**src/rtl/dac_arbiter.sv**
```systemverilog
// Round-robin arbiter sharing one DAC SPI master between NUM_REQ requesters.
// Each grant covers one whole SPI transaction, followed by a programmable idle gap.
module dac_arbiter #(
   parameter int NUM_REQ = 3,
   parameter int DAC_WID = 24,
   parameter int GAP_WID = 8
) (
   input  logic                       clk,
   input  logic                       rst,
   input  logic [GAP_WID-1:0]         gap_cycles,
   input  logic [NUM_REQ-1:0]         req_arm,
   input  logic [NUM_REQ*DAC_WID-1:0] req_to_dac,
   output logic [NUM_REQ-1:0]         req_finished,
   output logic [DAC_WID-1:0]         req_from_dac,
   output logic [NUM_REQ-1:0]         grant,
   output logic                       mst_arm,
   output logic [DAC_WID-1:0]         mst_to_dac,
   input  logic [DAC_WID-1:0]         mst_from_dac,
   input  logic                       mst_finished
);

   localparam int IDX_W = (NUM_REQ > 1) ? $clog2(NUM_REQ) : 1;

   typedef enum logic [1:0] {
      ST_IDLE,
      ST_BUSY,
      ST_RELEASE,
      ST_GAP
   } state_t;

   state_t               state_q, state_d;
   logic [NUM_REQ-1:0]   grant_q, grant_d;
   logic [IDX_W-1:0]     last_q, last_d;
   logic                 mst_arm_q, mst_arm_d;
   logic [DAC_WID-1:0]   mst_word_q, mst_word_d;
   logic [NUM_REQ-1:0]   fin_q, fin_d;
   logic [DAC_WID-1:0]   rdback_q, rdback_d;
   logic [GAP_WID-1:0]   gap_cnt_q, gap_cnt_d;
   logic [GAP_WID-1:0]   gap_lat_q, gap_lat_d;

   logic [DAC_WID-1:0]   req_word [NUM_REQ];
   logic                 pick_found;
   logic [IDX_W-1:0]     pick_idx;
   logic [IDX_W-1:0]     cand_idx;
   logic                 owner_armed;

   for (genvar gi = 0; gi < NUM_REQ; gi++) begin : g_unpack
      assign req_word[gi] = req_to_dac[gi*DAC_WID +: DAC_WID];
   end

   // First armed requester strictly after the last owner, wrapping around.
   always_comb begin
      pick_found = 1'b0;
      pick_idx   = '0;
      cand_idx   = '0;
      for (int k = 1; k <= NUM_REQ; k++) begin
         cand_idx = IDX_W'((int'(last_q) + k) % NUM_REQ);
         if (!pick_found && req_arm[cand_idx]) begin
            pick_found = 1'b1;
            pick_idx   = cand_idx;
         end
      end
   end

   assign owner_armed = |(req_arm & grant_q);

   always_comb begin
      state_d    = state_q;
      grant_d    = grant_q;
      last_d     = last_q;
      mst_arm_d  = mst_arm_q;
      mst_word_d = mst_word_q;
      fin_d      = fin_q;
      rdback_d   = rdback_q;
      gap_cnt_d  = gap_cnt_q;
      gap_lat_d  = gap_lat_q;
      case (state_q)
         ST_IDLE: begin
            if (pick_found) begin
               state_d    = ST_BUSY;
               grant_d    = NUM_REQ'(1) << pick_idx;
               last_d     = pick_idx;
               mst_word_d = req_word[pick_idx];
               mst_arm_d  = 1'b1;
            end
         end
         ST_BUSY: begin
            if (mst_finished) begin
               rdback_d  = mst_from_dac;
               mst_arm_d = 1'b0;
               if (owner_armed) begin
                  fin_d   = grant_q;
                  state_d = ST_RELEASE;
               end else begin
                  // Owner gave up mid-transfer: no finished pulse, straight to the gap.
                  grant_d   = '0;
                  state_d   = ST_GAP;
                  gap_cnt_d = '0;
                  gap_lat_d = gap_cycles;
               end
            end
         end
         ST_RELEASE: begin
            if (!owner_armed) begin
               fin_d     = '0;
               grant_d   = '0;
               state_d   = ST_GAP;
               gap_cnt_d = '0;
               gap_lat_d = gap_cycles;
            end
         end
         ST_GAP: begin
            if (gap_cnt_q == gap_lat_q) begin
               if (!mst_finished) state_d = ST_IDLE;
            end else begin
               gap_cnt_d = gap_cnt_q + GAP_WID'(1);
            end
         end
         default: state_d = ST_IDLE;
      endcase
   end

   always_ff @(posedge clk or posedge rst) begin
      if (rst) begin
         state_q    <= ST_IDLE;
         grant_q    <= '0;
         last_q     <= IDX_W'(NUM_REQ - 1);
         mst_arm_q  <= 1'b0;
         mst_word_q <= '0;
         fin_q      <= '0;
         rdback_q   <= '0;
         gap_cnt_q  <= '0;
         gap_lat_q  <= '0;
      end else begin
         state_q    <= state_d;
         grant_q    <= grant_d;
         last_q     <= last_d;
         mst_arm_q  <= mst_arm_d;
         mst_word_q <= mst_word_d;
         fin_q      <= fin_d;
         rdback_q   <= rdback_d;
         gap_cnt_q  <= gap_cnt_d;
         gap_lat_q  <= gap_lat_d;
      end
   end

   assign req_finished = fin_q;
   assign req_from_dac = rdback_q;
   assign grant        = grant_q;
   assign mst_arm      = mst_arm_q;
   assign mst_to_dac   = mst_word_q;

endmodule
```
**config.mk**
```make
export PLATFORM = sky130hd
export DESIGN_NAME = dac_arbiter
export DESIGN_NICKNAME = d
export VERILOG_FILES = /design/src/rtl/dac_arbiter.sv
export SDC_FILE = /design/constraint.sdc
export NUM_CORES = 1
export LEC_CHECK = 0
export BUFFER_PORTS_ARGS = -buffer_cell sky130_fd_sc_hd__buf_2
export CAP_MARGIN = 20
export CORE_ASPECT_RATIO = 1.25
export CORE_UTILIZATION = 53
export CTS_CLUSTER_SIZE = 25
export DETAILED_ROUTE_END_ITERATION = 10
export PLACE_DENSITY_LB_ADDON = 0.12
export REMOVE_ABC_BUFFERS = 1
export SLEW_MARGIN = 10
export SYNTH_ARGS = -nofsm -noshare
export SYNTH_HDL_FRONTEND = slang
export SYNTH_SLANG_ARGS = --single-unit
```
**constraint.sdc**
```tcl
create_clock -name clk -period 3.9 [get_ports clk]
set_clock_uncertainty 0.2 [all_clocks]
set_input_delay 0.39 -clock clk [delete_from_list [all_inputs] [get_ports clk]]
set_output_delay 0.39 -clock clk [all_outputs]
set_load 0.1 [all_outputs]
```
; ---- Word-level counts from Yosys, hierarchy flattened
; Cells that the tools add are included.
; Widths: inputs -> output; s select.
[op_classes]
add_sub_neg = 4
div_mod_pow = 3
magnitude_cmp = 4
n_eq_ne = 11
shifts = 1
muxes = 40
bitwise_logic = 2
n_reduce_logical = 18
[ops]
columns = operator, n
row1 = $mod 32x3->32 const B, 3
row2 = $bmux 24 s2, 1
row3 = $mux 24, 2
row4 = $mux 8, 5
row5 = $pmux 8 s3, 1
row6 = $mux 3, 6
row7 = $mux 2, 8
row8 = $pmux 8 s2, 1
row9 = $ne 2x2->1 const B, 7
row10 = $lt 2x3->1 const B, 3
row11 = $mux 1, 9
row12 = $pmux 3 s3, 1
row13 = $reduce_and 3->1, 3
row14 = $add 8x1->8 const B, 1
row15 = $eq 8x8->1, 1
row16 = $pmux 2 s4, 1
row17 = $add 2x2->3 const B, 2
row18 = $bmux 1 s2, 3
row19 = $pmux 3 s2, 1
row20 = $reduce_and 2->1, 3
row21 = $reduce_bool 3->1, 2
row22 = $reduce_and 5->1, 1
row23 = $eq 2x2->1 const B, 2
row24 = $reduce_and 4->1, 1
row25 = 12 further kinds, 15
[totals]
register_bits = 75
input_bits = 110
out_inout_bits = 55
elab_cells = 92

; ---- Logic depth before layout (Yosys ltp)
; Gate-level depths: netlist of the first run.
[depth]
depth_word = 15
depth_mapped = 10

; ---- Least setup slack after synthesis of the first run
; No wires, ideal clock.
[synth_path]
path_type = reg-to-reg
startpoint = reg grant_q[2], in the netlist grant[2]
endpoint = reg state_q[1]
setup_time_ns = 0.128
t_arrival_ns = 2.401
required_time_ns = 3.572
path_slack_ns = 1.172
stages_incl_launch_ff = 6
path_buffers = 0
period_less_slack_ns = 2.728
cell_sequence = dfrtp_1 > a222oi_1 > o21ai_1 > o32a_1 > nor2_1 > mux2_1
[synth_via]
elab_chain_len = 4
[synth_rtl]
columns = item, line_no
row1 = start: declaration, 32  ; logic [NUM_REQ-1:0] grant_q, grant_d;
row2 = start signal: assignment, 136  ; grant_q <= grant_d;
row3 = $and 3x3->3, 65  ; assign owner_armed = |(req_arm & grant_q);
row4 = $reduce_or 3->1, 65
row5 = $ne 2x2->1 (no line), --
row6 = $reduce_and 5->1 (no line), --
row7 = end signal: assignment, 135  ; state_q <= state_d;
row8 = end: declaration, 31  ; state_t state_q, state_d;
; No other way between the ends.
; A chain may end at the register's enable or synchronous reset.

; ---- Worst setup path after layout of the first run
[layout_path]
startpoint = reg last_q[0]
endpoint = reg last_q[0]
[layout_via]
elab_chain_len = 12
elab_cells_between_ends = 23
cone_classes = 3 x add/sub / 3 x div / 12 x mux / 5 x reduce/logical
[layout_rtl]
columns = item, line_no
row1 = start: declaration, 33  ; logic [IDX_W-1:0] last_q, last_d;
row2 = start signal: assignment, 127  ; last_q <= IDX_W'(NUM_REQ - 1);
row3 = start signal: assignment, 137  ; last_q <= last_d;
row4 = $add 2x1->3, 57  ; cand_idx = IDX_W'((int'(last_q) + k) % NUM_REQ);
row5 = $mod 32x3->32, 57
row6 = $bmux 1 s2, 58  ; if (!pick_found && req_arm[cand_idx]) begin
row7 = $mux 1 (implied by the code), 58
row8 = $mux 1, 58
row9 = $logic_not 1->1, 58
row10 = $logic_and 1x1->1, 58
row11 = $mux 1, 58
row12 = $logic_not 1->1, 58
row13 = $logic_and 1x1->1, 58
row14 = $mux 1, 58
row15 = $reduce_and 2->1 (no line), --
; Parallel ways exist; a longest one is shown, timed or not. The select of a mux whose other input is x is not followed.

==> results.txt, run 1 <==
* Top cells by area, synth: dfrtp_1, mux2_2, a221o_1, a221oi_1, o21ai_0
- Maximum single-stage delay on the critical path: roughly 0.87 ns
- In this run the tightest slew margin relative to its limit is 26.7%.
- Number of global-route vias before repair: 3953
- Routability-driven placement finished with a final weighted congestion of 0.874.
- The area growth from synthesis to layout is 28.1%.
- Post-CTS resize count: 0
- Each instance of the synthesized netlist takes up on average around 9.7 um2.
- Worst-Skew Late Latency: between 0.3 and 0.4 ns
* Peak clock frequency supported by timing: 329 MHz
- TNS Setup: 0 ns
* Port-buffer cells: around 160
* Count of final hold-check violations: 0
* DP HPWL: ~8300 um
- Area of the multi-input gates: approximately 2100 um2
- For the worst setup path, the data required time is roughly 4.0 ns.
* Share of the synthesized area in the top cell type: between 40% and 50%
* Inserted Diodes: 0
- The count of nets left with antenna violations once routing finished came out at 0.
* Register area: about 1900 um2
- The most used flip-flop cell after synthesis is dfrtp_1.
- In the synthesized netlist the async set-or-reset flop fraction comes to 100%.
- Library cell used as clock root buffer: clkbuf_8
- The final route contains about 4000 vias.
- Final net count: between 700 and 800
- Of the available clock period, the critical path in the final layout requires between 70 and 80%.
- The clock tree synthesis step divided the H-tree into 3 levels.
- Library cell contributing the largest single delay on the critical path: nor2_2
* Number of endpoints failing setup at the final stage: 0
* Final critical-path required period: around 3 ns
- In this run the cell area of the synthesized design comes to approximately 4200 um2.
- In this run the deepest clock path goes through 2 buffers.
- Entering global routing, the biggest net connects 32 pins.
- Detailed Route WL: ~11000 um
- DRC Markers: 0
- The post-route netlist has 39.4% of its cells at a drive strength greater than 1.
* Yosys warnings: 0
* Kind of critical path: register to register
* Synthesized instance count: 433
- In this run, synthesis inferred 0 flip-flops with an integrated enable.
- The floorplan step set the die height to around 100 um.
* Width of the die: 81.7 um
- Cell Rows: 36
- First-pass GRT wire length: between 15000 and 20000 um
- Clock-pin slew was measured on the worst setup and hold paths at 0.09 ns.
* # clock sinks: 75
* Run status: completed
- The number of clock buffers added by TritonCTS is 9.
* Number of setup buffers added after CTS: 0
* Number of distinct library cells after synthesis: 47
- In this run the worst path has a maximum fanout of 25.
- Per-cell routed wire length: 16.6 um
* Tot GR Track Use: 28.0%
- The count of final max-slew check failures came to 0.
* Minimum setup slack among reg-to-reg paths: roughly 0.86 ns
- Clock tree from TritonCTS: built
- After global routing the overflow that remains totals 0.
- Fill cells in the final layout number roughly 640.
- I/O pin total: around 170
* Post-placement cell area: around 5100 um2
* Post-synthesis sequential element count: 75
- Arrival time at the worst endpoint: approximately 3.2 ns
- Portion of the post-synthesis area used by sequential elements: 44.6%
- After routing the design area is about 5400 um2.
- STA classifies the critical path startpoint as a register.
- The die covers about 8300 um2.
- Buffering stage count on the worst path with inverters included: 1
- After floorplanning, the core was sized to cover 7750 um2.
- The initial utilization of the core area, before any placement, comes to roughly 54%.
- Cell family contributing the most delay on the critical path: simple AND/OR/NAND/NOR gates
* Worst Tran Pin Value: 1.10 ns
- First-pass detailed-route iteration total: 5
- Starting DRT DRC Count: 252
* Ordered cell list for the critical path: inv_1, ha_1, or2_0, a32o_1, nor2_2, a31o_2, mux2_2
* Count of maximum capacitance violations: 0
- Initial antenna violation count: 0
- Number of vias per cell: 5.78
- Cell type with the highest aggregate area in the netlist: dfrtp_1
- The tightest min-delay check is of the primary input to register type.
- RSZ-0062 raised after global routing: no
- Crit end category: register
placed cells by master, fill, tap and decap left out, types with 5 or more instances in the layout:
| cell type | count |
|---|---|
| inv_1 | 38 |
| mux2_2 | 34 |
| buf_4 | 10 |
| o21ai_0 | 31 |
| buf_2 | 164 |
| a21boi_0 | 5 |
| a221o_1 | 24 |
| xnor2_1 | 8 |
| nor2b_1 | 6 |
| nor2_1 | 33 |
| clkbuf_8 | 11 |
| a21oi_1 | 26 |
| dfrtp_1 | 74 |
| nand2_1 | 31 |
| nand2b_1 | 5 |
| ha_1 | 10 |
| a221oi_1 | 25 |
registers in the layout, summed over array words and instances (netlist names):
name and flops:
mst_to_dac 24, req_from_dac 24, gap_cnt_q 8, gap_lat_q 8, grant 3, req_finished 3
last_q 2, state_q 2, mst_arm 1
synth_stat cells (2+ instances only):
| library cell | n |
|---|---|
| a21boi_0 | 5 |
| a21oi_1 | 27 |
| a221o_1 | 24 |
| a221oi_1 | 25 |
| a22o_1 | 3 |
| a31o_2 | 4 |
| buf_2 | 3 |
| clkbuf_1 | 23 |
| dfrtp_1 | 74 |
| ha_1 | 10 |
| inv_1 | 39 |
| mux2_2 | 34 |
| mux2i_1 | 2 |
| nand2_1 | 31 |
| nand2b_1 | 5 |
| nand3_1 | 4 |
| nand4_1 | 3 |
| nor2_1 | 34 |
| nor2b_1 | 6 |
| nor3_1 | 2 |
| nor3b_1 | 2 |
| o21ai_0 | 31 |
| o21ai_1 | 3 |
| o22a_1 | 2 |
| o31ai_1 | 3 |
| o32a_1 | 2 |
| or3_1 | 4 |
| or4_1 | 2 |
| xnor2_1 | 8 |
through the flow:
stage          setup slack, ns  hold WS, ns  utilization, %  std cells
6_report                 0.859       0.0434            69.7        692
5_1_grt                  0.652       0.0374            69.7        692
4_1_cts                  0.883       0.0380            69.7        692
3_5_place_dp             0.916        0.248            66.2        675
3_3_place_gp             0.945        0.244            66.2        675
2_1_floorplan             1.02        0.301               -        406
cells by family (layout without fill, tap and decap cells):
family	Yosys count	in the layout	synth area share, %
adders and majority gates	10	10	2.97
buffers and inverters	66	230	5.97
AOI/OAI and AO/OA	138	138	23.9
muxes	37	37	9.83
xor gates and xnor gates	8	8	1.66
and+or+nand+nor	99	99	11.1
DFF	75	75	44.6
final cells by class:
cell class                 count  share of cell area [%]
timing repair buffer         175                    16.8
multi-input combinational    292                    38.7
clock buffer                  11                    2.81
clock inverter                 5                    1.99
tap                           95                    2.20
inverter                      39                    2.71
sequential                    75                    34.8
worst min-delay path, stage by stage:
cell and delay, ns:
buf_2 0.09, nand2_1 0.04, a21oi_1 0.05
timing repair:
action	in CTS	in global routing
hold buffers	1	0
setup endpoints to repair	0	0
endpoints found under the hold margin	22	0
per-layer routing:
metal,wire length [um],global-route usage [%],part of all wire [%]
met5,0,0,0
met4,282,12.8,2.5
met3,735,6.76,6.4
met2,6000,49.6,52
met1,4440,31.1,39
path summary, 6_finish.rpt:
path | startpoint | depth (start not counted) | endpoint
setup / recovery | last_q[0]$_DFFE_PP0P_ | 7 | last_q[0]$_DFFE_PP0P_
hold / removal | req_to_dac[22] | 3 | mst_to_dac[22]$_DFFE_PP0P_
setup reg to reg | last_q[0]$_DFFE_PP0P_ | 7 | last_q[0]$_DFFE_PP0P_
hold reg to reg | req_from_dac[20]$_DFFE_PP0P_ | 1 | req_from_dac[20]$_DFFE_PP0P_
max in group asynchronous | rst | 4 | last_q[1]$_DFFE_PP1P_
min in group asynchronous | rst | 3 | req_from_dac[6]$_DFFE_PP0P_
Power of run 1 is not shown: default switching activity piles up to over one toggle a cycle in this logic, so the estimate is an artifact.
==> inputs of run 2 (changes only) <==
- ABC_AREA: not set -> 1
- CORE_UTILIZATION: 53 -> 50
- clock period: 3.9 -> 2.8 ns (I/O delays scaled with it)
==> run 2 against run 1 <==
Against the previous run: global-route usage fell by 3.0 points; critical path type unchanged; design area rose by 7.8%; non-clock buffer count up 28; via count is 5.3% higher.
==> results.txt, run 2 <==
- The mapped cell area was 4450 um2 (was 4210 um2).
- Worst min-delay path category: primary input to register (unchanged)
* Final net count: 833 (was 712)
- The count of state elements after synthesis is 75 (unchanged).
- The fraction of the cycle the final worst path needs was 93.0% (was 78.0%).
- First element of the critical path: last_q[0]$_DFFE_PP0P_ (unchanged)
- Number of endpoints failing setup at the final stage: 0 (unchanged)
* Cell type with the highest aggregate area in the netlist: dfrtp_1 (unchanged)
* Maximum fanout along the worst path: 27 (was 25)
- Inserted Diodes: 0 (unchanged)
* Worst-Skew Late Latency: 0.36 ns (was 0.37 ns)
- Core area: 8650 um2 (was 7750 um2)
- Area added between synthesis and finish: 30.8% (was 28.1%)
- The routability congestion estimate from global placement came to 0.820 (was 0.874).
- The most frequent cell after synthesis is nand2_1 (was dfrtp_1).
- Number of global-route vias before repair: 4018 (was 3953)
- Library cell contributing the largest single delay on the critical path: ha_1 (was nor2_2)
- CP Capture Point: mst_to_dac[6]$_DFFE_PP0P_ (was last_q[0]$_DFFE_PP0P_)
- Worst Tran Pin Value: 0.549 ns (was 1.10 ns)
- Reg-to-reg startpoint: last_q[0]$_DFFE_PP0P_ (unchanged)
* Worst Hold Slack: 0.0586 ns (was 0.0434 ns)
- Most common cell after layout, fill and taps aside: buf_2 (unchanged)
- Maximum single-stage delay on the critical path: 0.47 ns (was 0.87 ns)
* Synthesized instance count: 522 (was 433)
- The sequential cell area in the final layout was 1880 um2 (unchanged).
- The TritonCTS clock tree is built (unchanged).
- Arrival time at the worst endpoint: 2.68 ns (was 3.15 ns)
- The total overflow reported by the global router came to 0 (unchanged).
* First-pass GRT wire length: 18100 um (was 17800 um)
- Detailed Route WL: 11200 um (was 11500 um)
- Portion of the post-synthesis area used by sequential elements: 42.2% (was 44.6%)
- Share of flip-flops with an asynchronous set or reset: 100% (unchanged)
- Crit start category: register (unchanged)
- Cell Rows: 38 (was 36)
* CP Depth: 12 (was 7)
- The worst-case headroom to the max-slew limit was 63.4% (was 26.7%).
- The final-layout setup total negative slack came to 0 ns (unchanged).
* Cell family contributing the most delay on the critical path: simple AND/OR/NAND/NOR gates (unchanged)
- Post-synth EDFFs: 0 (unchanged)
- RSZ-0062 raised after global routing: no (unchanged).
- Crit end category: register (unchanged)
* Fillers: 782 (was 636)
- The path type of the worst setup path is register to register (unchanged).
- Required time at the endpoint of the critical path: 2.87 ns (was 4.01 ns)
- # clock sinks: 75 (unchanged)
* Commonest cells in the netlist: nand2_1, nand3_1, dfrtp_1 (was dfrtp_1, inv_1, mux2_2, nor2_1)
* Top cells by area, synth: dfrtp_1, nand3_1, nand2_1, mux2_2, a21oi_2 (was dfrtp_1, mux2_2, a221o_1, a221oi_1, o21ai_0)
* DP HPWL: 7700 um (was 8310 um)
* DRC Markers: 0 (unchanged)
- Count of maximum capacitance violations: 0 (unchanged)
- Via count: 4212 (was 4001)
- The area of the multi-input gates was 2210 um2 (was 2090 um2).
- The number of buffers and inverters on the critical path came to 2 (was 1).
* Worst reg2reg endpoint: mst_to_dac[6]$_DFFE_PP0P_ (was last_q[0]$_DFFE_PP0P_)
* Minimum setup slack among reg-to-reg paths: 0.20 ns (was 0.86 ns)
- The share of the synthesized area in the top cell type was 41.6% (was 44.0%).
- The initial cell density of the core came to 51.4% (was 54.4%).
- Run status: completed (unchanged)
- The initial antenna violation count came to 0 (unchanged).
* Post-synth top flop: dfrtp_1 (unchanged)
- The maximum achievable frequency was 384 MHz (was 329 MHz).
* Die Area: 9280 um2 (was 8310 um2)
* Per-cell routed wire length: 13.4 um (was 16.6 um)
- The deepest clock path buffer count is 2 (unchanged).
- Library cell used as clock root buffer: clkbuf_8 (unchanged)
- The number of input and output port buffers inserted came to 164 (unchanged).
- Place WS: 0.211 ns (was 0.916 ns)
- The number of detailed-routing iterations run before antenna repair is 4 (was 5).
- The proportion of layout cells with a drive suffix above 1 is 38.7% (was 39.4%).
- The die extent in x was 86.4 um (was 81.7 um).
- The number of H-tree levels came to 3 (unchanged).
- Ordered cell list for the critical path: inv_1, ha_1, inv_4, nand2_2, nand3_1, nand2_1, nand2_2, nor2_8, nand2_4, nand2_8, nand2_1, a21oi_1 (was inv_1, ha_1, or2_0, a32o_1, nor2_2, a31o_2, mux2_2).
- Yosys warnings: 0 (unchanged)
- Reg clk slew, reported paths: 0.09 ns (about the same)
- The final worst setup slack is 0.195 ns (was 0.859 ns).
* Mapped Avg Cell Area: 8.52 um2 (was 9.73 um2)
- Max Transition Viols Final: 0 (unchanged)
- The vertical die dimension was 107 um (was 102 um).
* Count of final hold-check violations: 0 (unchanged)
- The count of unique library cells instantiated by Yosys was 33 (was 47).
- Starting DRT DRC Count: 150 (was 252)
- Total clock buffers created by CTS: 9 (unchanged)
- Final critical-path required period: 2.60 ns (was 3.04 ns)
- Most used cells in the layout excluding fill and tap cells: buf_2, nand2_1, nand3_1 (was buf_2, dfrtp_1, inv_1)
- Tot GR Track Use: 25.0% (was 28.0%)
- Number of vias per cell: 5.03 (was 5.78)
* Register-to-Register Path Depth: 12 (was 7)
- I/O pin total: 165 (unchanged)
- Final antenna-violating net count: 0 (unchanged)
* Maximum number of pins on one net before global-route repair: 49 (was 32)
## run 2: cell types whose count changed in the layout (fill, tap and decap cells not counted), sizes merged, moves of 5 or more
cell	delta
dlygate4sd3	+32
inv	+11
nand2b	-5
xor2	+9
nand3	+95
a21boi	-5
a221o	-24
nand2	+98
o21ai	-17
a221oi	-25
nor2b	-6
## run 2: cells by family (layout without fill, tap and decap cells)
| family | after synthesis | count (layout) | synth area share (%) |
|---|---|---|---|
| DFF | 75 | 75 | 42.2 |
| xor gates and xnor gates | 14 | 14 | 2.76 |
| muxes | 33 | 33 | 8.33 |
| and+or+nand+nor | 273 | 273 | 28.6 |
| buffers and inverters | 72 | 268 | 8.36 |
| AOI/OAI and AO/OA | 45 | 45 | 6.95 |
| adders and majority gates | 10 | 10 | 2.81 |
## run 2: how the worst min path moves through the flow
stage                              start                         end  cells past startpoint
after global placement               rst   mst_to_dac[1]$_DFFE_PP0P_                      3
after global routing      req_to_dac[68]  mst_to_dac[20]$_DFFE_PP0P_                      5
after CTS                 req_to_dac[67]  mst_to_dac[19]$_DFFE_PP0P_                      5
after detailed placement             rst   mst_to_dac[1]$_DFFE_PP0P_                      3
after floorplan            gap_cycles[0]    gap_lat_q[0]$_DFFE_PP0P_                      1
final                     req_to_dac[67]  mst_to_dac[19]$_DFFE_PP0P_                      5
## run 2: metal layers
metal / routed length (um) / up-vias / track usage [%]
met5: 0 / - / 0
met4: 332 / 0 / 11.1
met3: 648 / 29 / 5.90
met2: 5680 / 156 / 42.1
met1: 4530 / 1938 / 30.1
li1: - / 2089 / -
## run 2: final cells by class
type | instances | area share, %
clock buffer | 9 | 2.13
inverter | 49 | 3.20
sequential | 75 | 32.3
multi-input combinational | 375 | 38.0
clock inverter | 7 | 1.03
timing repair buffer | 203 | 20.8
tap | 120 | 2.58
## run 2: timing repair
| action | CTS | global route |
|---|---|---|
| setup endpoints to repair | 0 | 11 |
| hold endpoints to repair | 106 | 0 |
| gates resized for setup | 0 | 2 |
| hold buffers | 33 | 0 |
| setup buffers | 0 | 0 |
## run 2: per-stage QoR
stage / util (%) / instances / cell area, um2
6_report: 67.2 / 838 / 5820
5_1_grt: 67.2 / 838 / 5820
4_1_cts: 67.1 / 838 / 5800
3_5_place_dp: 61.1 / 789 / 5290
3_3_place_gp: 61.1 / 789 / 5290
2_1_floorplan: - / 499 / 4260
## run 2: worst min-delay path, delay by kind of cell
family,cells,cell delay (ns)
AND/OR/NAND/NOR,2,0.12
buffers and inverters,2,0.15
AO/OA/AOI/OAI,1,0.04
Power of run 2 is left out for the same reason.
